==> src/rtl/spi_slave_resp.sv <==
// SPI responder: oversamples ss/sck/mosi into clk, supports all four CPOL/CPHA
// modes, deserializes MSB-first words and serializes tx words onto miso.
module spi_slave_resp #(
  parameter int DATA_WIDTH = 8
) (
  input  logic                  clk,
  input  logic                  rst_n,
  input  logic [1:0]            mode,
  input  logic                  ss,
  input  logic                  sck,
  input  logic                  mosi,
  output logic                  miso,
  output logic                  miso_oe,
  input  logic [DATA_WIDTH-1:0] tx_data,
  input  logic                  tx_valid,
  output logic                  tx_ready,
  output logic                  tx_underrun,
  output logic [DATA_WIDTH-1:0] rx_data,
  output logic                  rx_valid,
  output logic                  rx_abort,
  output logic                  busy
);

  localparam int CW = (DATA_WIDTH > 2) ? $clog2(DATA_WIDTH) : 1;
  localparam logic [CW-1:0] LAST_BIT = CW'(DATA_WIDTH - 1);

  localparam logic [0:0] ST_IDLE   = 1'b0;
  localparam logic [0:0] ST_ACTIVE = 1'b1;

  logic                  r_ss_s1, r_ss_s2, r_ss_s3;
  logic                  r_sck_s1, r_sck_s2, r_sck_s3;
  logic                  r_mosi_s1, r_mosi_s2;
  logic [1:0]            r_fill;
  logic                  r_armed;
  logic [0:0]            r_state;
  logic                  r_cpol, r_cpha;
  logic [CW-1:0]         r_cnt;
  logic [DATA_WIDTH-1:0] r_rx_sr;
  logic [DATA_WIDTH-1:0] r_tx_sr;
  logic [DATA_WIDTH-1:0] r_rx_data;
  logic                  r_rx_valid, r_rx_abort, r_tx_ready, r_tx_underrun;

  logic                  w_active;
  logic                  w_ss_fall, w_ss_rise, w_sck_rise, w_sck_fall;
  logic                  w_lead, w_trail, w_sample, w_shift;
  logic                  w_last, w_load;
  logic [CW-1:0]         w_cnt_next;
  logic [DATA_WIDTH-1:0] w_rx_word;

  // A fall is only honoured once the pin has been seen high after reset, so a
  // master still holding ss low through reset cannot re-enter mid-transfer.
  assign w_ss_fall  = r_armed & ~r_ss_s2 & r_ss_s3;
  assign w_ss_rise  = r_ss_s2 & ~r_ss_s3;
  assign w_sck_rise = r_sck_s2 & ~r_sck_s3;
  assign w_sck_fall = ~r_sck_s2 & r_sck_s3;

  assign w_active = (r_state == ST_ACTIVE);
  assign w_lead   = r_cpol ? w_sck_fall : w_sck_rise;
  assign w_trail  = r_cpol ? w_sck_rise : w_sck_fall;
  assign w_sample = w_active & (r_cpha ? w_trail : w_lead);
  // Deselect wins over a coincident shift edge: no word is started as ss rises.
  assign w_shift  = w_active & ~w_ss_rise & (r_cpha ? w_lead : w_trail);

  assign w_last     = (r_cnt == LAST_BIT);
  assign w_cnt_next = w_sample ? (w_last ? '0 : r_cnt + CW'(1)) : r_cnt;
  assign w_rx_word  = {r_rx_sr[DATA_WIDTH-2:0], r_mosi_s2};

  // Counter is zero on a shift edge only at a word boundary in either phase.
  assign w_load = (w_shift & (r_cnt == '0)) |
                  (~w_active & w_ss_fall & ~mode[0]);

  always_ff @(posedge clk) begin
    if (!rst_n) begin
      r_ss_s1       <= 1'b1;
      r_ss_s2       <= 1'b1;
      r_ss_s3       <= 1'b1;
      r_sck_s1      <= 1'b0;
      r_sck_s2      <= 1'b0;
      r_sck_s3      <= 1'b0;
      r_mosi_s1     <= 1'b0;
      r_mosi_s2     <= 1'b0;
      r_fill        <= 2'd0;
      r_armed       <= 1'b0;
      r_state       <= ST_IDLE;
      r_cpol        <= 1'b0;
      r_cpha        <= 1'b0;
      r_cnt         <= '0;
      r_rx_sr       <= '0;
      r_tx_sr       <= '0;
      r_rx_data     <= '0;
      r_rx_valid    <= 1'b0;
      r_rx_abort    <= 1'b0;
      r_tx_ready    <= 1'b0;
      r_tx_underrun <= 1'b0;
    end else begin
      r_ss_s1   <= ss;
      r_ss_s2   <= r_ss_s1;
      r_ss_s3   <= r_ss_s2;
      r_sck_s1  <= sck;
      r_sck_s2  <= r_sck_s1;
      r_sck_s3  <= r_sck_s2;
      r_mosi_s1 <= mosi;
      r_mosi_s2 <= r_mosi_s1;

      if (r_fill != 2'd3) r_fill <= r_fill + 2'd1;
      if (r_fill == 2'd3 && r_ss_s3) r_armed <= 1'b1;

      r_rx_valid    <= 1'b0;
      r_rx_abort    <= 1'b0;
      r_tx_ready    <= 1'b0;
      r_tx_underrun <= 1'b0;

      case (r_state)
        ST_IDLE: begin
          if (w_ss_fall) begin
            r_state <= ST_ACTIVE;
            r_cpol  <= mode[1];
            r_cpha  <= mode[0];
            r_cnt   <= '0;
          end
        end
        default: begin
          if (w_sample) begin
            r_rx_sr <= w_rx_word;
            if (w_last) begin
              r_rx_data  <= w_rx_word;
              r_rx_valid <= 1'b1;
            end
          end
          r_cnt <= w_cnt_next;
          if (w_ss_rise) begin
            r_state    <= ST_IDLE;
            r_cnt      <= '0;
            r_rx_abort <= (w_cnt_next != '0);
          end
        end
      endcase

      if (w_load) begin
        r_tx_sr       <= tx_valid ? tx_data : '0;
        r_tx_ready    <= tx_valid;
        r_tx_underrun <= ~tx_valid;
      end else if (w_shift) begin
        r_tx_sr <= {r_tx_sr[DATA_WIDTH-2:0], 1'b0};
      end
    end
  end

  assign miso        = w_active & r_tx_sr[DATA_WIDTH-1];
  assign miso_oe     = w_active;
  assign busy        = w_active;
  assign rx_data     = r_rx_data;
  assign rx_valid    = r_rx_valid;
  assign rx_abort    = r_rx_abort;
  assign tx_ready    = r_tx_ready;
  assign tx_underrun = r_tx_underrun;

endmodule

==> config.mk <==
export PLATFORM = sky130hd
export DESIGN_NAME = spi_slave_resp
export DESIGN_NICKNAME = d
export VERILOG_FILES = /design/src/rtl/spi_slave_resp.sv
export SDC_FILE = /design/constraint.sdc
export NUM_CORES = 1
export LEC_CHECK = 0
export CAP_MARGIN = 40
export CORE_MARGIN = 8
export CORE_UTILIZATION = 50
export DETAILED_ROUTE_END_ITERATION = 7
export PLACE_DENSITY = 0.81
export SLEW_MARGIN = 15
export SYNTH_ARGS = -nofsm -noshare
export SYNTH_HDL_FRONTEND = slang
export SYNTH_SLANG_ARGS = --single-unit
==> constraint.sdc <==
create_clock -name clk -period 2.7 [get_ports clk]
set_input_delay 0.27 -clock clk [delete_from_list [all_inputs] [get_ports clk]]
set_output_delay 0.27 -clock clk [all_outputs]
set_load 0.01 [all_outputs]
==> qor.json, run 1 <==
{
  "placed_design": {
    "place.port_buffers": 30,
    "dp_hpwl_microns": 2740,
    "routabilityCongestion": 0.727,
    "placed_area_sq_um": 2250
  },
  "yosys": {
    "synth_commonest_cells": "44 x sky130_fd_sc_hd__dfxtp_1, 19 x sky130_fd_sc_hd__nand2_1, 17 x sky130_fd_sc_hd__nand3_1",
    "synth.area.top_cells": "sky130_fd_sc_hd__dfxtp_1 46%, sky130_fd_sc_hd__mux2i_1 6.3%, sky130_fd_sc_hd__a311oi_2 5.5%",
    "synth_cell_types": 36,
    "synth_top_area_share": 0.460,
    "avgSynthCellArea_sq_um": 9.72,
    "synth-main-ff-cell": "sky130_fd_sc_hd__dfxtp_1",
    "synthesized_instance_count": 197,
    "synth_top_area_cell": "sky130_fd_sc_hd__dfxtp_1",
    "mappedNetlistNets": 217,
    "asyncSetResetFlopFracSynth": 0,
    "synth_most_common_cell": "sky130_fd_sc_hd__dfxtp_1",
    "synth.yosys.warnings": 0,
    "number_of_enable_type_register_cells_in_the_synthesized_netlist": 0,
    "seq_area_frac_synth": 0.460,
    "postSynthRegisterBits": 44,
    "netlist_area_sq_um": 1920
  },
  "worst_setup_path": {
    "timing.critical_path.to_type": "register",
    "cp_max_fo": 17,
    "critical_path.startpoint_type": "register",
    "cp_data_arrival_time_ps": 2130,
    "r2r_cells": 5,
    "worst-setup-path-type": "register to register",
    "worst_ep_required_ps": 2850
  },
  "clock_network": {
    "cts_tree": "done",
    "tritoncts.num_buffers": 5,
    "clk_pin_slew_ps": 80,
    "clkLatencyLatePin_ps": 300,
    "htreeDepth": 2,
    "ctsHoldBuffers": 0,
    "cts_sinks": 44,
    "cts_max_path_buffers": 2,
    "post_cts_resize_count": 0,
    "postCtsSetupBuffers": 0,
    "clock-root-buffer": "sky130_fd_sc_hd__clkbuf_8"
  },
  "job": {
    "drv.max_cap_violation_count": 0
  },
  "global_route": {
    "wire_length_of_the_first_global_routing_pass_microns": 6710,
    "grt_remaining_overflow": 0,
    "grtUsageTotal": 0.134,
    "grt_pass1_vias": 1463,
    "grt_start_max_net_pins": 21,
    "number_of_antenna_violations_at_the_first_check_in_global_routing": 0
  },
  "routing": {
    "detail_route.drc_violations": 0,
    "detail_route.first_pass.iterations": 4,
    "detailroute.via_count": 1521,
    "via_count_normalized_by_instance_count": 5.55,
    "antenna_violating_nets_post_route": 0,
    "wl_per_cell_microns": 14.1,
    "wirelength_microns": 3870,
    "drt_first_iter_violations": 165
  },
  "timing": {
    "clock_skew_ps": 5.52,
    "finalSetupViolations": 0,
    "final_period_minus_worst_setup_slack_ps": 1970,
    "max-slew-margin-rel": 0.673,
    "setup_repair_after_global_routing_missed_its_margin": "false",
    "timing_hold_violations_final": 0,
    "finalMaxSlewViolations": 0,
    "timing.final.crit_share": 0.731,
    "hold-worst-slack_ps": 418,
    "timing.fmax_mhz": 507,
    "fin_setup_tns_ps": 0,
    "tightestPinTransition_ps": 491
  },
  "layout": {
    "finish.net_count": 246,
    "synthToLayoutAreaGrowth_pct": 21.7,
    "antenna_cells": 0,
    "postLayoutCellArea_sq_um": 2330,
    "final_layout_size_suffix_gt1_frac": 0.115
  },
  "worst_hold_path": {
    "worstHoldPathType": "register to register",
    "worst_hold_path.num_cells": 1
  },
  "die": {
    "die_area_sq_um": 6070,
    "effective_utilization_at_floorplan": 0.523,
    "die_span_x_microns": 77.9,
    "chipHeight_microns": 77.9,
    "num_rows": 22,
    "floorplan.core_area_sq_um": 3660,
    "ioPinCount": 31
  },
  "power": {
    "cellPowerDensity_nw_per_um2": 494,
    "irDropWorstVdd_v": 0.000354,
    "p_leak_nw": 0.817
  },
  "run_status": {
    "run_status": "complete, no violations"
  }
}
## final cells by class
type | instances | area [sq um]
inverter | 7 | 26.3
tap | 48 | 60.1
clock inverter | 1 | 5.00
multi-input combinational | 131 | 933
timing repair buffer | 37 | 353
clock buffer | 6 | 72.6
sequential | 44 | 881
fill | 313 | 1330
## metal layers
metal | global-route usage | routed length [microns]
met1 | 0.158 | 1730
met2 | 0.207 | 1760
met3 | 0.0518 | 283
met4 | 0.0685 | 95
met5 | 0 | 0
## sequential cells by signal, indices dropped and copies added (netlist names), 2 cells and up
register  cells
r_tx_sr       8
rx_data       8
r_rx_sr       7
r_cnt         3
r_fill        2
## worst max-delay path: stages, from the launching register on
cell and delay (ps):
sky130_fd_sc_hd__dfxtp_1 460, sky130_fd_sc_hd__nand4bb_1 460, sky130_fd_sc_hd__nor2_1 180, sky130_fd_sc_hd__buf_4 170, sky130_fd_sc_hd__a21o_1 380, sky130_fd_sc_hd__a311oi_2 170
## layout by cell type (no fill, tap or decap), drive strengths merged, types with 5 or more instances in the layout
cell,count
dfxtp,44
clkdlybuf4s50,30
nand2,19
nand3,17
mux2i,14
a21oi,9
o21ai,8
and2,7
nor2,7
o221ai,7
a211oi,7
a311oi,7
buf,7
inv,6
clkbuf,6
nand2b,5
## report_power, final
| group | leakage, nW | internal, mW | switching [mW] |
|---|---|---|---|
| clock network | 0.0410 | 0.176 | 0.213 |
| registers | 0.357 | 0.664 | 0.00891 |
| logic | 0.419 | 0.0445 | 0.0442 |
## final timing paths
| kind | startpoint | to | slack, ps |
|---|---|---|---|
| max | busy$_SDFF_PN0_ | r_tx_sr[1]$_SDFFE_PN0P_ | 730 |
| min | r_ss_s1$_SDFF_PN1_ | r_ss_s2$_SDFF_PN1_ | 420 |
| max reg2reg | busy$_SDFF_PN0_ | r_tx_sr[1]$_SDFFE_PN0P_ | 730 |
| min reg2reg | r_ss_s1$_SDFF_PN1_ | r_ss_s2$_SDFF_PN1_ | 420 |
## cells by family after synthesis
family                     after synthesis  share of synthesized area
xor gates and xnor gates                 2                     0.0131
adders and majority gates                4                     0.0261
muxes                                   16                     0.0888
buffers and inverters                   22                     0.0529
AOI/OAI and AO/OA                       45                      0.191
and+or+nand+nor                         64                      0.169
DFF                                     44                      0.460
## through the flow
stage	setup slack [ps]	std cells	util	power, mW
final	727	274	0.637	1.15
after global routing	516	274	0.637	1.20
after CTS	737	274	0.637	1.16
after global placement	815	267	0.616	0.774
after floorplan	1090	197	-	0.739
after detailed placement	749	267	0.616	0.777
Note: power is estimated with default switching activity, not from simulation.
==> inputs of run 2 (changes only) <==
- clock period: 2.7 -> 1.9 ns (I/O delays scaled with it)
==> qor.json, run 2 (same netlist as run 1, synthesis figures left out) <==
{
  "clock_network": {
    "tritoncts.num_buffers": 5,
    "cts_sinks": 44,
    "clk_pin_slew_ps": 80,
    "cts_tree": "done",
    "clkLatencyLatePin_ps": 300,
    "htreeDepth": 2,
    "cts_max_path_buffers": 2,
    "clock-root-buffer": "sky130_fd_sc_hd__clkbuf_8",
    "post_cts_resize_count": 0,
    "postCtsSetupBuffers": 0,
    "ctsHoldBuffers": 0
  },
  "timing": {
    "timing.fmax_mhz": 590,
    "setup_repair_after_global_routing_missed_its_margin": "false",
    "timing.final.crit_share": 0.892,
    "tightestPinTransition_ps": 453,
    "timing_hold_violations_final": 0,
    "max-slew-margin-rel": 0.698,
    "finalSetupViolations": 0,
    "clock_skew_ps": 5.10,
    "fin_setup_tns_ps": 0,
    "hold-worst-slack_ps": 429,
    "final_period_minus_worst_setup_slack_ps": 1700,
    "finalMaxSlewViolations": 0
  },
  "routing": {
    "detail_route.drc_violations": 0,
    "wl_per_cell_microns": 14.3,
    "antenna_violating_nets_post_route": 0,
    "detailroute.via_count": 1553,
    "wirelength_microns": 4010,
    "drt_first_iter_violations": 150,
    "via_count_normalized_by_instance_count": 5.55,
    "detail_route.first_pass.iterations": 4
  },
  "global_route": {
    "grt_start_max_net_pins": 30,
    "grt_remaining_overflow": 0,
    "grt_pass1_vias": 1532,
    "wire_length_of_the_first_global_routing_pass_microns": 7000,
    "grtUsageTotal": 0.141,
    "number_of_antenna_violations_at_the_first_check_in_global_routing": 0
  },
  "layout": {
    "multiInputGateArea_sq_um": 933,
    "postLayoutCellArea_sq_um": 2410,
    "layout_commonest_cell": "sky130_fd_sc_hd__dfxtp_1",
    "mostFrequentLayoutCells": "44 x sky130_fd_sc_hd__dfxtp_1, 30 x sky130_fd_sc_hd__clkdlybuf4s50_1, 19 x sky130_fd_sc_hd__nand2_1",
    "synthToLayoutAreaGrowth_pct": 25.9,
    "finish.net_count": 251,
    "area_used_by_sequential_logic_in_the_layout_sq_um": 881,
    "final_core_utilization": 0.659,
    "final_layout_size_suffix_gt1_frac": 0.142,
    "filler_cell_count": 305,
    "antenna_cells": 0
  },
  "die": {
    "ioPinCount": 31,
    "effective_utilization_at_floorplan": 0.523,
    "floorplan.core_area_sq_um": 3660,
    "die_area_sq_um": 6070,
    "die_span_x_microns": 77.9,
    "num_rows": 22,
    "chipHeight_microns": 77.9
  },
  "worst_setup_path": {
    "slowest_delay_ps": 530,
    "timing.critical_path.depth": 3,
    "timing.critical_path.to_type": "output port",
    "r2r_cells": 4,
    "critical_path.startpoint_type": "register",
    "worst_ep_required_ps": 1710,
    "worst-setup-path-type": "register to output port",
    "critical-path-top-delay-family": "buffers and inverters",
    "cpMaxStageDelayCell": "sky130_fd_sc_hd__clkdlybuf4s50_1",
    "critical_path.cell_chain": "buf_4 > and2_1 > clkdlybuf4s50_1",
    "cp_data_arrival_time_ps": 1510,
    "critical_path.n_buffers_inverters": 2,
    "cp_max_fo": 16
  },
  "worst_hold_path": {
    "worstHoldPathType": "register to register",
    "worst_hold_path.num_cells": 1
  },
  "placed_design": {
    "routabilityCongestion": 0.810,
    "dp_hpwl_microns": 2840,
    "place.port_buffers": 30,
    "placed_area_sq_um": 2290
  },
  "power": {
    "totalPowerFinal_mw": 1.84,
    "irDropWorstVdd_v": 0.000632,
    "cellPowerDensity_nw_per_um2": 762,
    "p_leak_nw": 0.865
  },
  "run_status": {
    "run_status": "complete, no violations"
  },
  "job": {
    "drv.max_cap_violation_count": 0
  }
}
run 2: final timing paths:
check	from	to	slack, ps
setup / recovery	busy$_SDFF_PN0_	miso	200
hold / removal	r_ss_s1$_SDFF_PN1_	r_ss_s2$_SDFF_PN1_	430
setup reg to reg	r_cpol$_SDFFE_PN0P_	r_cnt[0]$_SDFFE_PN0P_	210
hold reg to reg	r_ss_s1$_SDFF_PN1_	r_ss_s2$_SDFF_PN1_	430
run 2: layer usage:
layer / routed length, microns / global-route usage / vias to the layer above / share of wire
li1: - / - / 785 / -
met1: 1790 / 0.166 / 726 / 0.45
met2: 1930 / 0.224 / 36 / 0.48
met3: 214 / 0.0495 / 6 / 0.053
met4: 80 / 0.0704 / 0 / 0.020
met5: 0 / 0 / - / 0
run 2: power by group:
part / internal [mW] / total [mW] / switching [mW] / leakage, nW
logic: 0.0648 / 0.130 / 0.0655 / 0.447
clock network: 0.430 / 0.755 / 0.325 / 0.0614
registers: 0.943 / 0.954 / 0.0114 / 0.357
total: 1.44 / 1.84 / 0.402 / 0.865
run 2: final cells by class:
| class | instances | area share |
|---|---|---|
| Clock inverter | 2 | 0.0161 |
| Inverter | 7 | 0.0109 |
| Multi-Input combinational cell | 131 | 0.387 |
| Tap cell | 48 | 0.0249 |
| Clock buffer | 6 | 0.0342 |
| Timing Repair Buffer | 42 | 0.162 |
| Sequential cell | 44 | 0.365 |
run 2: metrics by stage:
| stage | setup slack (ps) | std cells |
|---|---|---|
| 2_1_floorplan | 290 | 197 |
| 3_3_place_gp | 279 | 272 |
| 3_5_place_dp | 229 | 272 |
| 4_1_cts | 192 | 280 |
| 5_1_grt | 79.7 | 280 |
| 6_report | 204 | 280 |
==> inputs of run 3 (changes only) <==
- GPL_ROUTABILITY_DRIVEN: unset -> 0
==> results of run 3 <==
The final DEF is identical to that of run 2; final timing and power are the same.
